--- config.mk ---
export PLATFORM = sky130hd
export DESIGN_NAME = mouse_transmitter
export DESIGN_NICKNAME = d
export VERILOG_FILES = /design/src/rtl/ps2_pkg.sv /design/src/rtl/ps2_edge_sync.sv /design/src/rtl/mouse_transmitter.sv
export SDC_FILE = /design/constraint.sdc
export NUM_CORES = 1
export LEC_CHECK = 0
export ABC_AREA = 1
export CAP_MARGIN = 25
export CORE_ASPECT_RATIO = 0.6
export CORE_MARGIN = 2
export CORE_UTILIZATION = 45
export DETAILED_ROUTE_END_ITERATION = 8
export MAX_ROUTING_LAYER = met4
export PLACE_DENSITY_LB_ADDON = 0.3
export SLEW_MARGIN = 25
export SYNTH_ARGS = -nofsm -noshare
export SYNTH_HDL_FRONTEND = slang
export SYNTH_SLANG_ARGS = --single-unit
--- constraint.sdc ---
create_clock -name CLK -period 2.14 [get_ports CLK]
set_input_delay 0.428 -clock CLK [delete_from_list [all_inputs] [get_ports CLK]]
set_output_delay 0.428 -clock CLK [all_outputs]
set_load 0.02 [all_outputs]
--- src/rtl/ps2_pkg.sv ---
// Shared PS/2 definitions for the mouse transmitter and receiver: transmitter FSM states,
// ERROR_CODE values and the odd-parity helper.
package ps2_pkg;

  typedef enum logic [2:0] {
    IDLE,
    INHIBIT,
    START,
    DATA,
    PARITY,
    STOP,
    ACK,
    WAIT_RELEASE
  } ps2_tx_state_e;

  localparam logic [1:0] ERR_NONE    = 2'b00;
  localparam logic [1:0] ERR_TIMEOUT = 2'b01;
  localparam logic [1:0] ERR_NO_ACK  = 2'b10;
  // Stop-bit error; only the receiver reports it.
  localparam logic [1:0] ERR_STOP    = 2'b11;

  // Parity bit that makes the total count of ones (byte + parity) odd.
  function automatic logic odd_parity(input logic [7:0] b);
    return ~^b;
  endfunction

endpackage

--- src/rtl/ps2_edge_sync.sv ---
// Two-flop synchroniser for one PS/2 line plus a 1->0 edge detector on the synced value.
// Flops reset to 1 (idle line level) so reset release never produces a spurious edge.
module ps2_edge_sync (
  input  logic CLK,
  input  logic RESET_N,
  input  logic LINE_IN,
  output logic LINE_SYNC,
  output logic FALL
);

  logic meta_q, sync_q, prev_q;

  // Synchroniser chain and previous-value register for edge detection.
  always_ff @(posedge CLK or negedge RESET_N) begin
    if (!RESET_N) begin
      meta_q <= 1'b1;
      sync_q <= 1'b1;
      prev_q <= 1'b1;
    end else begin
      meta_q <= LINE_IN;
      sync_q <= meta_q;
      prev_q <= sync_q;
    end
  end

  assign LINE_SYNC = sync_q;
  assign FALL      = prev_q & ~sync_q;

endmodule

--- src/rtl/mouse_transmitter.sv ---
// Host-to-device PS/2 transmitter: request-to-send, 8 data bits LSB first, odd parity,
// stop bit and (optionally) a device ACK check.
// Build option: define MOUSE_TX_ACK_CHECK_EN to sample the device ACK on the 11th falling
// edge and wait for line release; otherwise BYTE_SENT follows the stop-bit edge.
module mouse_transmitter
  import ps2_pkg::*;
#(
  parameter int unsigned INHIBIT_CYCLES    = 12000,
  parameter int unsigned START_HOLD_CYCLES = 20,
  parameter int unsigned TIMEOUT_CYCLES    = 50000
) (
  input  logic       CLK,
  input  logic       RESET_N,
  input  logic       CLK_MOUSE_IN,
  input  logic       DATA_MOUSE_IN,
  output logic       CLK_MOUSE_OUT_EN,
  output logic       DATA_MOUSE_OUT_EN,
  input  logic       SEND_BYTE,
  input  logic [7:0] BYTE_TO_SEND,
  output logic       BUSY,
  output logic       BYTE_SENT,
  output logic [1:0] ERROR_CODE
);

  localparam logic [15:0] INHIBIT_LAST = 16'(INHIBIT_CYCLES - 1);
  localparam logic [15:0] HOLD_LAST    = 16'(START_HOLD_CYCLES - 1);
  localparam logic [15:0] TIMEOUT_LAST = 16'(TIMEOUT_CYCLES - 1);

  ps2_tx_state_e state_q, state_d;
  logic [7:0]    shift_q, shift_d;
  logic          parity_q, parity_d;
  logic [2:0]    bit_cnt_q, bit_cnt_d;
  logic [15:0]   cnt_q, cnt_d;
  logic [15:0]   tmo_q, tmo_d;
  logic          clk_en_q, clk_en_d;
  logic          data_en_q, data_en_d;
  logic          sent_q, sent_d;
  logic [1:0]    err_q, err_d;

  logic clk_sync, clk_fall, data_sync, data_fall_unused;

  ps2_edge_sync u_clk_sync (
    .CLK       (CLK),
    .RESET_N   (RESET_N),
    .LINE_IN   (CLK_MOUSE_IN),
    .LINE_SYNC (clk_sync),
    .FALL      (clk_fall)
  );

  ps2_edge_sync u_data_sync (
    .CLK       (CLK),
    .RESET_N   (RESET_N),
    .LINE_IN   (DATA_MOUSE_IN),
    .LINE_SYNC (data_sync),
    .FALL      (data_fall_unused)
  );

  // State and datapath registers; async reset releases both lines at once.
  always_ff @(posedge CLK or negedge RESET_N) begin
    if (!RESET_N) begin
      state_q   <= IDLE;
      shift_q   <= 8'h00;
      parity_q  <= 1'b0;
      bit_cnt_q <= 3'd0;
      cnt_q     <= 16'd0;
      tmo_q     <= 16'd0;
      clk_en_q  <= 1'b0;
      data_en_q <= 1'b0;
      sent_q    <= 1'b0;
      err_q     <= ERR_NONE;
    end else begin
      state_q   <= state_d;
      shift_q   <= shift_d;
      parity_q  <= parity_d;
      bit_cnt_q <= bit_cnt_d;
      cnt_q     <= cnt_d;
      tmo_q     <= tmo_d;
      clk_en_q  <= clk_en_d;
      data_en_q <= data_en_d;
      sent_q    <= sent_d;
      err_q     <= err_d;
    end
  end

  // Next-state, line drive and counter logic.
  always_comb begin
    state_d   = state_q;
    shift_d   = shift_q;
    parity_d  = parity_q;
    bit_cnt_d = bit_cnt_q;
    clk_en_d  = clk_en_q;
    data_en_d = data_en_q;
    sent_d    = 1'b0;
    err_d     = err_q;

    unique case (state_q)
      IDLE: begin
        clk_en_d  = 1'b0;
        data_en_d = 1'b0;
        if (SEND_BYTE) begin
          shift_d  = BYTE_TO_SEND;
          parity_d = odd_parity(BYTE_TO_SEND);
          err_d    = ERR_NONE;
          clk_en_d = 1'b1;
          state_d  = INHIBIT;
        end
      end
      INHIBIT: begin
        if (cnt_q >= INHIBIT_LAST) begin
          data_en_d = 1'b1;
          state_d   = START;
        end
      end
      START: begin
        if (cnt_q >= HOLD_LAST) begin
          clk_en_d  = 1'b0;
          bit_cnt_d = 3'd0;
          state_d   = DATA;
        end
      end
      DATA: begin
        if (clk_fall) begin
          data_en_d = ~shift_q[0];
          shift_d   = {1'b0, shift_q[7:1]};
          bit_cnt_d = bit_cnt_q + 3'd1;
          if (bit_cnt_q == 3'd7) state_d = PARITY;
        end
      end
      PARITY: begin
        if (clk_fall) begin
          data_en_d = ~parity_q;
          state_d   = STOP;
        end
      end
      STOP: begin
        if (clk_fall) begin
          data_en_d = 1'b0;
`ifdef MOUSE_TX_ACK_CHECK_EN
          state_d   = ACK;
`else
          sent_d    = 1'b1;
          state_d   = IDLE;
`endif
        end
      end
      ACK: begin
        if (clk_fall) begin
          if (!data_sync) begin
            state_d = WAIT_RELEASE;
          end else begin
            err_d   = ERR_NO_ACK;
            state_d = IDLE;
          end
        end
      end
      WAIT_RELEASE: begin
        if (clk_sync && data_sync) begin
          sent_d  = 1'b1;
          state_d = IDLE;
        end
      end
      default: state_d = IDLE;
    endcase

    // Device stopped clocking: abandon the frame.
    if ((state_q inside {DATA, PARITY, STOP, ACK, WAIT_RELEASE}) && !clk_fall &&
        (tmo_q >= TIMEOUT_LAST)) begin
      state_d   = IDLE;
      clk_en_d  = 1'b0;
      data_en_d = 1'b0;
      sent_d    = 1'b0;
      err_d     = ERR_TIMEOUT;
    end

    // Phase counter times INHIBIT/START; timeout counter also restarts on each clock edge.
    if (state_d != state_q) begin
      cnt_d = 16'd0;
      tmo_d = 16'd0;
    end else begin
      cnt_d = (cnt_q == 16'hFFFF) ? cnt_q : cnt_q + 16'd1;
      if (clk_fall) tmo_d = 16'd0;
      else          tmo_d = (tmo_q == 16'hFFFF) ? tmo_q : tmo_q + 16'd1;
    end
  end

  assign CLK_MOUSE_OUT_EN  = clk_en_q;
  assign DATA_MOUSE_OUT_EN = data_en_q;
  assign BUSY              = (state_q != IDLE);
  assign BYTE_SENT         = sent_q;
  assign ERROR_CODE        = err_q;

endmodule

After elaboration in Yosys (flattened, before gate mapping)
Index checks and enable logic that the tools add are counted.

word-level totals
  output and inout bits = 6
  flip-flop bits (word level) = 57

cells by class
  bitwise operators = 4
  eq/ne operators = 24
  order comparisons = 3
  mux-type cells = 42
  add/sub/neg operators = 3
  reductions and logical operators = 19

operators by type and width
  cell                                                                     number
  16-bit two-way mux                                                       5
  3-bit two-way mux                                                        13
  16-bit by 1-bit adder with 16-bit output, second input constant          2
  16-bit equality test, second input constant                              2
  3-bit one-hot mux with 8 select lines                                    1
  16-bit by 14-bit >= comparator with 1-bit output, second input constant  1
  16-bit >= comparator, second input constant                              1
  16-bit by 5-bit >= comparator with 1-bit output, second input constant   1
  8-bit two-way mux                                                        2
  8-bit one-hot mux with 2 select lines                                    1
  3-bit equality test, second input constant                               5
  3-bit by 2-bit inequality test with 1-bit output, second input constant  4
  3-bit inequality test, second input constant                             4
  1-bit two-way mux                                                        11
  3-bit nonzero test                                                       3
  2-bit two-way mux                                                        4
  2-bit inequality test, second input constant                             4
  8-bit XNOR reduction                                                     1
  3-bit by 2-bit equality test with 1-bit output, second input constant    2
  3-bit one-hot mux with 2 select lines                                    1
  3-bit AND reduction                                                      2
  6-bit nonzero test                                                       1
  1-bit one-hot mux with 5 select lines                                    1
  5-bit AND reduction                                                      1
  other kinds (15)                                                         22

Logic depth before layout (Yosys ltp)
Gate-level depths: netlist (run 1).

  depth after elaboration = 8
  mapped depth = 15
  gate-level depth less buffers = 14

Cells and area by module
From an unflattened synthesis (run 1), not the netlist that was laid out.

unflattened totals
  cell total of the unflattened synthesis = 424
  area total of the unflattened synthesis = 3,387.0 µm²

by module, submodules not included
  module             times used  area an instance (µm²)  cells each
  mouse_transmitter  1           3,209.3                 414
  ps2_edge_sync      2           88.8                    5

Worst setup path after synthesis (run 1)
OpenSTA, ideal clock, no wires.

  path type = register -> register
  start = register tmo_q[0]
  end = register tmo_q[8]
  arrival time = 1.774 ns
  required time = 2.072 ns
  cell stages (with the launch flop) = 14
  period minus slack after synthesis = 1.842 ns
  slack = 0.298 ns
  library setup time = 0.068 ns
  cell sequence = dfrtp_1 > ha_1 > nand3_1 > nand2_1 > nand2_1 > nand2_1 > nand2_1 > nand2_1 > nand2_2 > nand2_4 > xor2_4 > nand3_4 > buf_8 > nor2_4

between the ends
  longest elaborated chain between the ends = 5
  elaborated cells between the ends (all ways) = 10
  classes of those cells = add/sub (1); order compare (1); eq/ne (3); mux (4); reduce/logical (1)

RTL lines
  element                                                                line                      text
  start: declaration                                                     mouse_transmitter.sv:34   logic [15:0] tmo_q, tmo_d;
  start signal: assignment                                               mouse_transmitter.sv:77   tmo_q <= tmo_d;
  16-bit >= comparator                                                   mouse_transmitter.sv:167  (tmo_q >= TIMEOUT_LAST)) begin
  1-bit logical AND                                                      mouse_transmitter.sv:166  if ((state_q inside {DATA, PARITY, STOP, ACK, WAIT_RELEASE}) && !clk_fall &&
  3-bit two-way mux                                                      mouse_transmitter.sv:166
  3-bit inequality test                                                  mouse_transmitter.sv:176  if (state_d != state_q) begin
  3-bit inequality test (no line) or 16-bit two-way mux (tied branches)  --

Several ways; a longest one is shown, not always the timed one. The select of a mux whose other input is x is not followed.
A chain may end at the register's enable or synchronous reset.

Worst setup path after layout (run 1)
  start = register state_q[0]
  end = register cnt_q[14]

between the ends
  longest elaborated chain between the ends = 7
  elaborated cells between the ends (all ways) = 25
  classes of those cells = eq/ne (9); mux (12); reduce/logical (4)

RTL lines
  element                                                                                line                                               text
  start: declaration                                                                     mouse_transmitter.sv:29                            ps2_tx_state_e state_q, state_d;
  start signal: assignment                                                               mouse_transmitter.sv:72                            state_q <= state_d;
  3-bit by 2-bit equality test with 1-bit output or 3-bit equality test (tied branches)  mouse_transmitter.sv:96, mouse_transmitter.sv:166
  5-bit nonzero test                                                                     mouse_transmitter.sv:166
  1-bit logical AND (2 in a row)                                                         mouse_transmitter.sv:166
  3-bit two-way mux                                                                      mouse_transmitter.sv:166
  3-bit inequality test *                                                                mouse_transmitter.sv:176
  2-bit inequality test (no line) or 16-bit two-way mux (tied branches)                  --
  end signal: assignment                                                                 mouse_transmitter.sv:76                            cnt_q <= cnt_d;
  end: declaration                                                                       mouse_transmitter.sv:33                            logic [15:0] cnt_q, cnt_d;

Every way passes the cells marked *; elsewhere a longest branch is shown, timed or not.

==> key figures, run 1 <==
Global routing
  • Global Route Usage Sum: 20.4%
  • Largest net degree at the start of global routing: 39
  • First-pass GRT wire length: approximately 13000 um
  • GRT overflow: 0
  • Vias in the first global route: about 2700
  • Antenna violations before repair: 0

Clock network
  • Longest Clk Path Bufs: 2
  • Clock Pin Slew Worst Setup and Hold Paths: around 50 ps
  • CTS H-tree lvls: 3
  • CTS tree: done
  • Num CTS Buffers: 9
  • Clock root buffer: clkbuf_16
  • Hold_buf cts: 0
  • Sink Count: 57
  • Skew-Pair Late Insertion Delay: 330 ps

Placement
  • IO buf count: 18
  • DP Cell Count: about 540
  • Detailed placement HPWL: ~5300 um
  • Routability cong.: 0.964
  • Worst slack at placement: about 94 ps

Floorplanning
  • Rows: 24
  • # IOs: 19
  • Die Y-Extent: 70.6 um
  • CORE AREA: slightly above 0.007 sq mm
  • Die W: approximately 120 um
  • Initial Util: 46.2%
  • Die ar.: slightly above 0.008 sq mm

Drt
  • Routed vias: about 2800
  • DRC viols: 0
  • DRT iter0 DRCs: between 150 and 200
  • WL/cell: roughly 13 um
  • Vias per cell: just under 5
  • Pre-antenna DRT Iters: 4
  • Drt total wl: 7150 um
  • DRT antenna net count: 0

Timing
  • Final worst setup slack: between 150 and 200 ps
  • Total negative slack: 0 ps
  • Final Hold Fails: 0
  • RSZ-0062 raised after global routing: false
  • Clock Skew: around 6.3 ps
  • Maximum clock rate: a little over 0.5 GHz
  • Tightest Pin Transition: 469 ps
  • Final setup viols: 0
  • Slew Limit Fails: 0
  • Tmin final: a little under 2000 ps
  • Fin crit share: approximately 90%
  • Slew HR: about two thirds

Synthesis
  • Syn Inst Count: roughly 420
  • Synth Cell Area: around 0.0033 sq mm
  • Synth unique cells: 38
  • Post-synthesis sequential area ratio: a little over two fifths
  • FF+latch count, synth: 57
  • Net count after synthesis: between 400 and 500
  • Number of synthesis warnings: 0
  • Post-Syn Area per Cell: slightly below 8 sq um

Worst setup path
  • Crit path launch type: flop
  • Crit path capture type: flop
  • Req. time, crit path: between 2000 and 2500 ps
  • Worst EP arrival: between 2000 and 2500 ps
  • Crit Path Max Fanout: 12
  • Setup CP Type: flop to flop

Pwr
  • P_leak: around 1.9 nW
  • VDD IR max: between 0.0004 and 0.0005 V
  • Pwr dens: slightly above 900 mW/mm^2

Layout
  • Commonest non-fill, non-tap cells in the layout: nand2_1, nor2_1, inv_1, dfrtp_1, nand3_1
  • Layout cell share with drive strength beyond 1: between 10% and 20%
  • Util after Layout: a little under three fifths
  • Nets: ~480
  • P&R area growth vs syn: 21.3%
  • Commonest non-fill, non-tap cell in the layout: nand2_1
  • ANT cells: 0
  • Cell Count, Final, Fillers Out: between 500 and 600

Worst hold path
  • Tightest Hold Check Type: input port to async pin

Outcome
  • Outcome: finished, final reports clean

Flow run
  • Max-Cap Viols: 0
-- power breakdown --
part | internal (W) | switching (W) | total (W)
logic | 0.000410 | 0.000626 | 0.00104
clock network | 0.000837 | 0.000493 | 0.00133
registers | 0.00125 | 0.000108 | 0.00136
-- final timing paths --
path	end	slack (ps)	start	cells after the start
worst min-delay path	ERROR_CODE[1]$_DFFE_PN0P_	50	RESET_N	1
worst min register to register	u_data_sync.LINE_SYNC$_DFF_PN1_	360	u_data_sync.meta_q$_DFF_PN1_	0
worst max register to register	cnt_q[14]$_DFFE_PN0P_	190	state_q[0]$_DFF_PN0_	13
worst max-delay path	cnt_q[14]$_DFFE_PN0P_	190	state_q[0]$_DFF_PN0_	13
max in group asynchronous	u_clk_sync.LINE_SYNC$_DFF_PN1_	1470	RESET_N	2
min in group CLK	u_data_sync.LINE_SYNC$_DFF_PN1_	360	u_data_sync.meta_q$_DFF_PN1_	0
-- state kept, by name (all words and copies together) (netlist names), 2 cells and up --
register    cells
ERROR_CODE      2
bit_cnt_q       3
cnt_q          16
shift_q         8
state_q         3
tmo_q          16
-- critical path, stage by stage, from the launching register on --
cell and delay [ps]:
dfrtp_2 470, inv_2 90, nand2_1 70, nor2_2 150
nand2_1 130, a21oi_1 170, nor2_1 70, nand3_1 90
nand2_1 80, nand2_1 100, nand2_4 80, buf_12 130
nand2_4 120, nor2_1 70
-- metal layers --
layer	share of wire (%)	vias up	track usage [%]
met1	53	1258	28.9
li1	-	1432	-
met3	5.6	7	6.94
met4	0.83	0	6.56
met2	41	57	27.3
met5	0	-	-
-- what timing repair did --
item	4_1_cts	5_1_grt
cloned	0	0
setup buffers	0	5
endpoints found under the setup margin	1	29
resized for setup	2	10
pin swaps	0	1
-- cell families after synthesis --
group,Yosys count,synth area share (%)
simple gates,223,31.5
buf+inv,68,8.46
flops,57,43.0
compound gates,51,9.43
xor+xnor,20,5.82
fa+ha+maj,4,1.50
mux,1,0.301
-- final cells by class --
cell class,instances,area [sq um]
fill,625,3170
timing repair buffer,32,329
inverter,61,231
tap,91,114
clock inverter,5,30.0
sequential,57,1430
clock buffer,11,253
multi-input combinational,299,1650
-- synthesized netlist by cell type, drive strengths merged --
master,n,area share [%]
a22o,2,0.53
o211ai,5,1.1
o21bai,1,0.23
nor4,2,0.38
nor2,77,12
dfrtp,52,39
inv,61,6.9
o41ai,1,0.26
o22a,1,0.26
clkbuf,1,0.11
ha,4,1.5
o21ai,24,3.6
o221ai,1,0.26
nand4,5,0.94
a32o,1,0.30
buf,6,1.5
a211oi,1,0.60
and3,2,0.38
xnor2,9,2.4
a21o,1,0.23
dfstp,5,3.9
a21oi,11,1.7
nor3,7,1.1
a31oi,2,0.38
nand2,91,11
nand3,39,6.2
xor2,11,3.5
mux2i,1,0.30
-- metrics by stage --
step / hold WS (ps) / total power, W / area (sq um)
2_1_floorplan: 132 / 0.00202 / 3330
3_3_place_gp: 346 / 0.00227 / 3660
3_5_place_dp: 351 / 0.00229 / 3660
4_1_cts: 65.2 / 0.00364 / 3940
5_1_grt: 82.8 / 0.00396 / 4040
6_report: 52.4 / 0.00372 / 4040
(Power assumes the default switching activity.)
==> inputs of run 2 (changes only) <==
--- a/config.mk
+++ b/config.mk
@@ -13,6 +13,7 @@
 export DETAILED_ROUTE_END_ITERATION = 8
 export MAX_ROUTING_LAYER = met4
 export PLACE_DENSITY_LB_ADDON = 0.3
+export SETUP_SLACK_MARGIN = 0.3
 export SLEW_MARGIN = 25
 export SYNTH_ARGS = -nofsm -noshare
 export SYNTH_HDL_FRONTEND = slang
==> run 2 against run 1 <==
Against the previous run:
- maximum frequency is 0.67% lower
- clock power increased by 21%
- first-iteration DRC count rose by 9.4%
- combinational power is 59% higher
- routed wire length grew 12%
- non-clock buffer count is 26 higher
- sequential power about the same
- via count is 7.8% higher
- die area unchanged
- highest routed layer unchanged
==> key figures, run 2 (synthesis results as in run 1) <==
Global routing
  • First-pass GRT wire length: 13300 um (+5.6%)
  • Vias in the first global route: 2818 (+5.3%)
  • Antenna violations before repair: 0 (unchanged)
  • GRT overflow: 0 (unchanged)
  • Largest net degree at the start of global routing: 35 (-10%)
  • Global Route Usage Sum: 21.8% (+1.4 points)

Worst hold path
  • Tightest Hold Check Type: input port to async pin

Timing
  • RSZ-0062 raised after global routing: true
  • Tightest Pin Transition: 548 ps (+79.3 ps)
  • Tmin final: 1970 ps (+13.3 ps)
  • Slew Limit Fails: 0 (unchanged)
  • Final setup viols: 0 (unchanged)
  • Slew HR: 63.5% (-5.0 points)
  • Final Hold Fails: 0 (unchanged)
  • Total negative slack: 0 ps (unchanged)
  • Clock Skew: 6.68 ps (+0.347 ps)
  • Maximum clock rate: 0.508 GHz (-0.67%)
  • Fin crit share: 91.9% (+0.62 points)

Layout
  • Commonest non-fill, non-tap cell in the layout: nand2_1
  • ANT cells: 0 (unchanged)
  • Util after Layout: 63.1% (+7.1 points)
  • Nets: 503 (+5.5%)
  • P&R area growth vs syn: 36.6%
  • Commonest non-fill, non-tap cells in the layout: nand2_1, inv_1, dfrtp_1, nor2_1, nand3_1
  • Layout cell share with drive strength beyond 1: 29.1% (+14 points)
  • Multi-input gate area: 0.00183 sq mm (+11%)
  • Total of fill cells in the finished design: 589 (-5.8%)
  • Registers with the most flip-flops: cnt_q: 16 flops, tmo_q: 16 flops, shift_q: 8 flops
  • Reg area: 0.00144 sq mm (+0.17%)

Worst setup path
  • Crit path launch type: flop
  • Crit-path cells: ha_2 -> inv_2 -> nand2_2 -> o21ai_1 -> nand3_1 -> nand2_2 -> nand3_2 -> nand2_2 -> nand2_2 -> nand2_4 -> nand3_4 -> buf_12 -> nor2_4
  • Worst reg2reg startpoint: cnt_q[0]$_DFFE_PN0P_
  • Worst EP arrival: 2230 ps (+60 ps)
  • Crit path max-delay family: simple AND/OR/NAND/NOR gates
  • CP dominant cell by count: nand2_2
  • Crit Path Max Fanout: 7 (-5)
  • Crit path capture type: flop
  • CP max stage delay: 390 ps (-80 ps)
  • Slowest-stage cell, CP: dfrtp_1
  • R2r worst-path depth: 13 (unchanged)
  • R2r setup slk: 170 ps (about the same)
  • Setup CP Type: flop to flop
  • Critical R2R Capture: tmo_q[13]$_DFFE_PN0P_
  • CP bufs+invs: 2 (unchanged)
  • Req. time, crit path: 2400 ps (+50 ps)

Drt
  • Vias per cell: 5.10 (+3.0%)
  • Routed vias: 2969 (+7.8%)
  • Drt total wl: 8040 um (+12%)
  • Pre-antenna DRT Iters: 6 (+2)
  • DRT iter0 DRCs: 197 (+9.4%)
  • DRC viols: 0 (unchanged)
  • DRT antenna net count: 0 (unchanged)
  • WL/cell: 13.8 um (+7.4%)

Placement
  • IO buf count: 18 (unchanged)
  • Detailed placement HPWL: 5380 um (+2.0%)
  • Routability cong.: 0.941 (-2.4%)

Pwr
  • P_leak: 2.11 nW (+10%)
  • Pwr dens: 1010 mW/mm^2 (+9.6%)
  • VDD IR max: 0.000655 V (+43%)

Clock network
  • Hold_buf cts: 0 (unchanged)
  • Num CTS Buffers: 9 (unchanged)
  • Clock root buffer: clkbuf_16
  • CTS tree: done
  • Clock Pin Slew Worst Setup and Hold Paths: 50 ps (about the same)
  • CTS H-tree lvls: 3 (unchanged)
  • Sink Count: 57 (unchanged)
  • Longest Clk Path Bufs: 2 (unchanged)
  • Skew-Pair Late Insertion Delay: 330 ps (about the same)

Floorplanning
  • Die W: 115 um (unchanged)
  • CORE AREA: 0.00721 sq mm (unchanged)
  • # IOs: 19 (unchanged)
  • Rows: 24 (unchanged)
  • Die ar.: 0.00813 sq mm (unchanged)
  • Die Y-Extent: 70.6 um (unchanged)
  • Initial Util: 46.2% (unchanged)

Outcome
  • Outcome: finished, final reports clean

Flow run
  • Max-Cap Viols: 0 (unchanged)
## run 2: cell types whose count changed in the layout (fill, tap and decap cells not counted), moves of 8 or more
cell     change
buf_4       +15
nand2_1     -12
nand2_2     +12
nand3_1      -8
nor2_1      -13
## run 2: metrics by stage
stage | setup slack [ps] | hold WS (ps) | power, W | instances | area, sq um
floorplan | 304 | 132 | 0.00204 | 424 | 3340
global placement | 73.3 | 346 | 0.00234 | 537 | 3700
detailed placement | 12.8 | 348 | 0.00236 | 537 | 3700
CTS | 235 | 97.4 | 0.00442 | 575 | 4370
global route | 47.6 | 123 | 0.00482 | 582 | 4550
finish | 173 | 83.9 | 0.00459 | 582 | 4550
## run 2: how the worst max path moves through the flow
stage,depth (start not counted),endpoint,slack [ps],from
after floorplan,13,tmo_q[8]$_DFFE_PN0P_,300,tmo_q[0]$_DFFE_PN0P_
after CTS,15,tmo_q[13]$_DFFE_PN0P_,230,bit_cnt_q[1]$_DFFE_PN0P_
after global routing,14,cnt_q[7]$_DFFE_PN0P_,50,cnt_q[0]$_DFFE_PN0P_
after global placement,13,tmo_q[1]$_DFFE_PN0P_,70,tmo_q[0]$_DFFE_PN0P_
final,13,tmo_q[13]$_DFFE_PN0P_,170,cnt_q[0]$_DFFE_PN0P_
after detailed placement,13,tmo_q[0]$_DFFE_PN0P_,10,tmo_q[0]$_DFFE_PN0P_
## run 2: per-layer routing
metal | up-vias | GRT usage (%) | part of all wire [%]
met5 | - | - | 0
met4 | 0 | 7.23 | 1.8
met3 | 15 | 7.28 | 6.0
met2 | 83 | 30.1 | 44
met1 | 1385 | 30.1 | 49
li1 | 1486 | - | -
## run 2: final cells by class
class / instances / area share, %
tap: 91 / 2.50
multi-input combinational: 299 / 40.2
clock inverter: 4 / 1.62
clock buffer: 12 / 5.86
inverter: 61 / 5.09
timing repair buffer: 58 / 13.2
sequential: 57 / 31.6
## run 2: where the power goes
part	total, W	switching, W	internal [W]
logic	0.00165	0.000884	0.000762
registers	0.00134	0.0000944	0.00125
clock network	0.00161	0.000493	0.00111
## run 2: repair_timing
item / CTS / global route
endpoints found under the setup margin: 33 / 43
gates cloned: 1 / 0
pin swaps: 23 / 22
resized for setup: 41 / 36
buffers inserted: 21 / 7
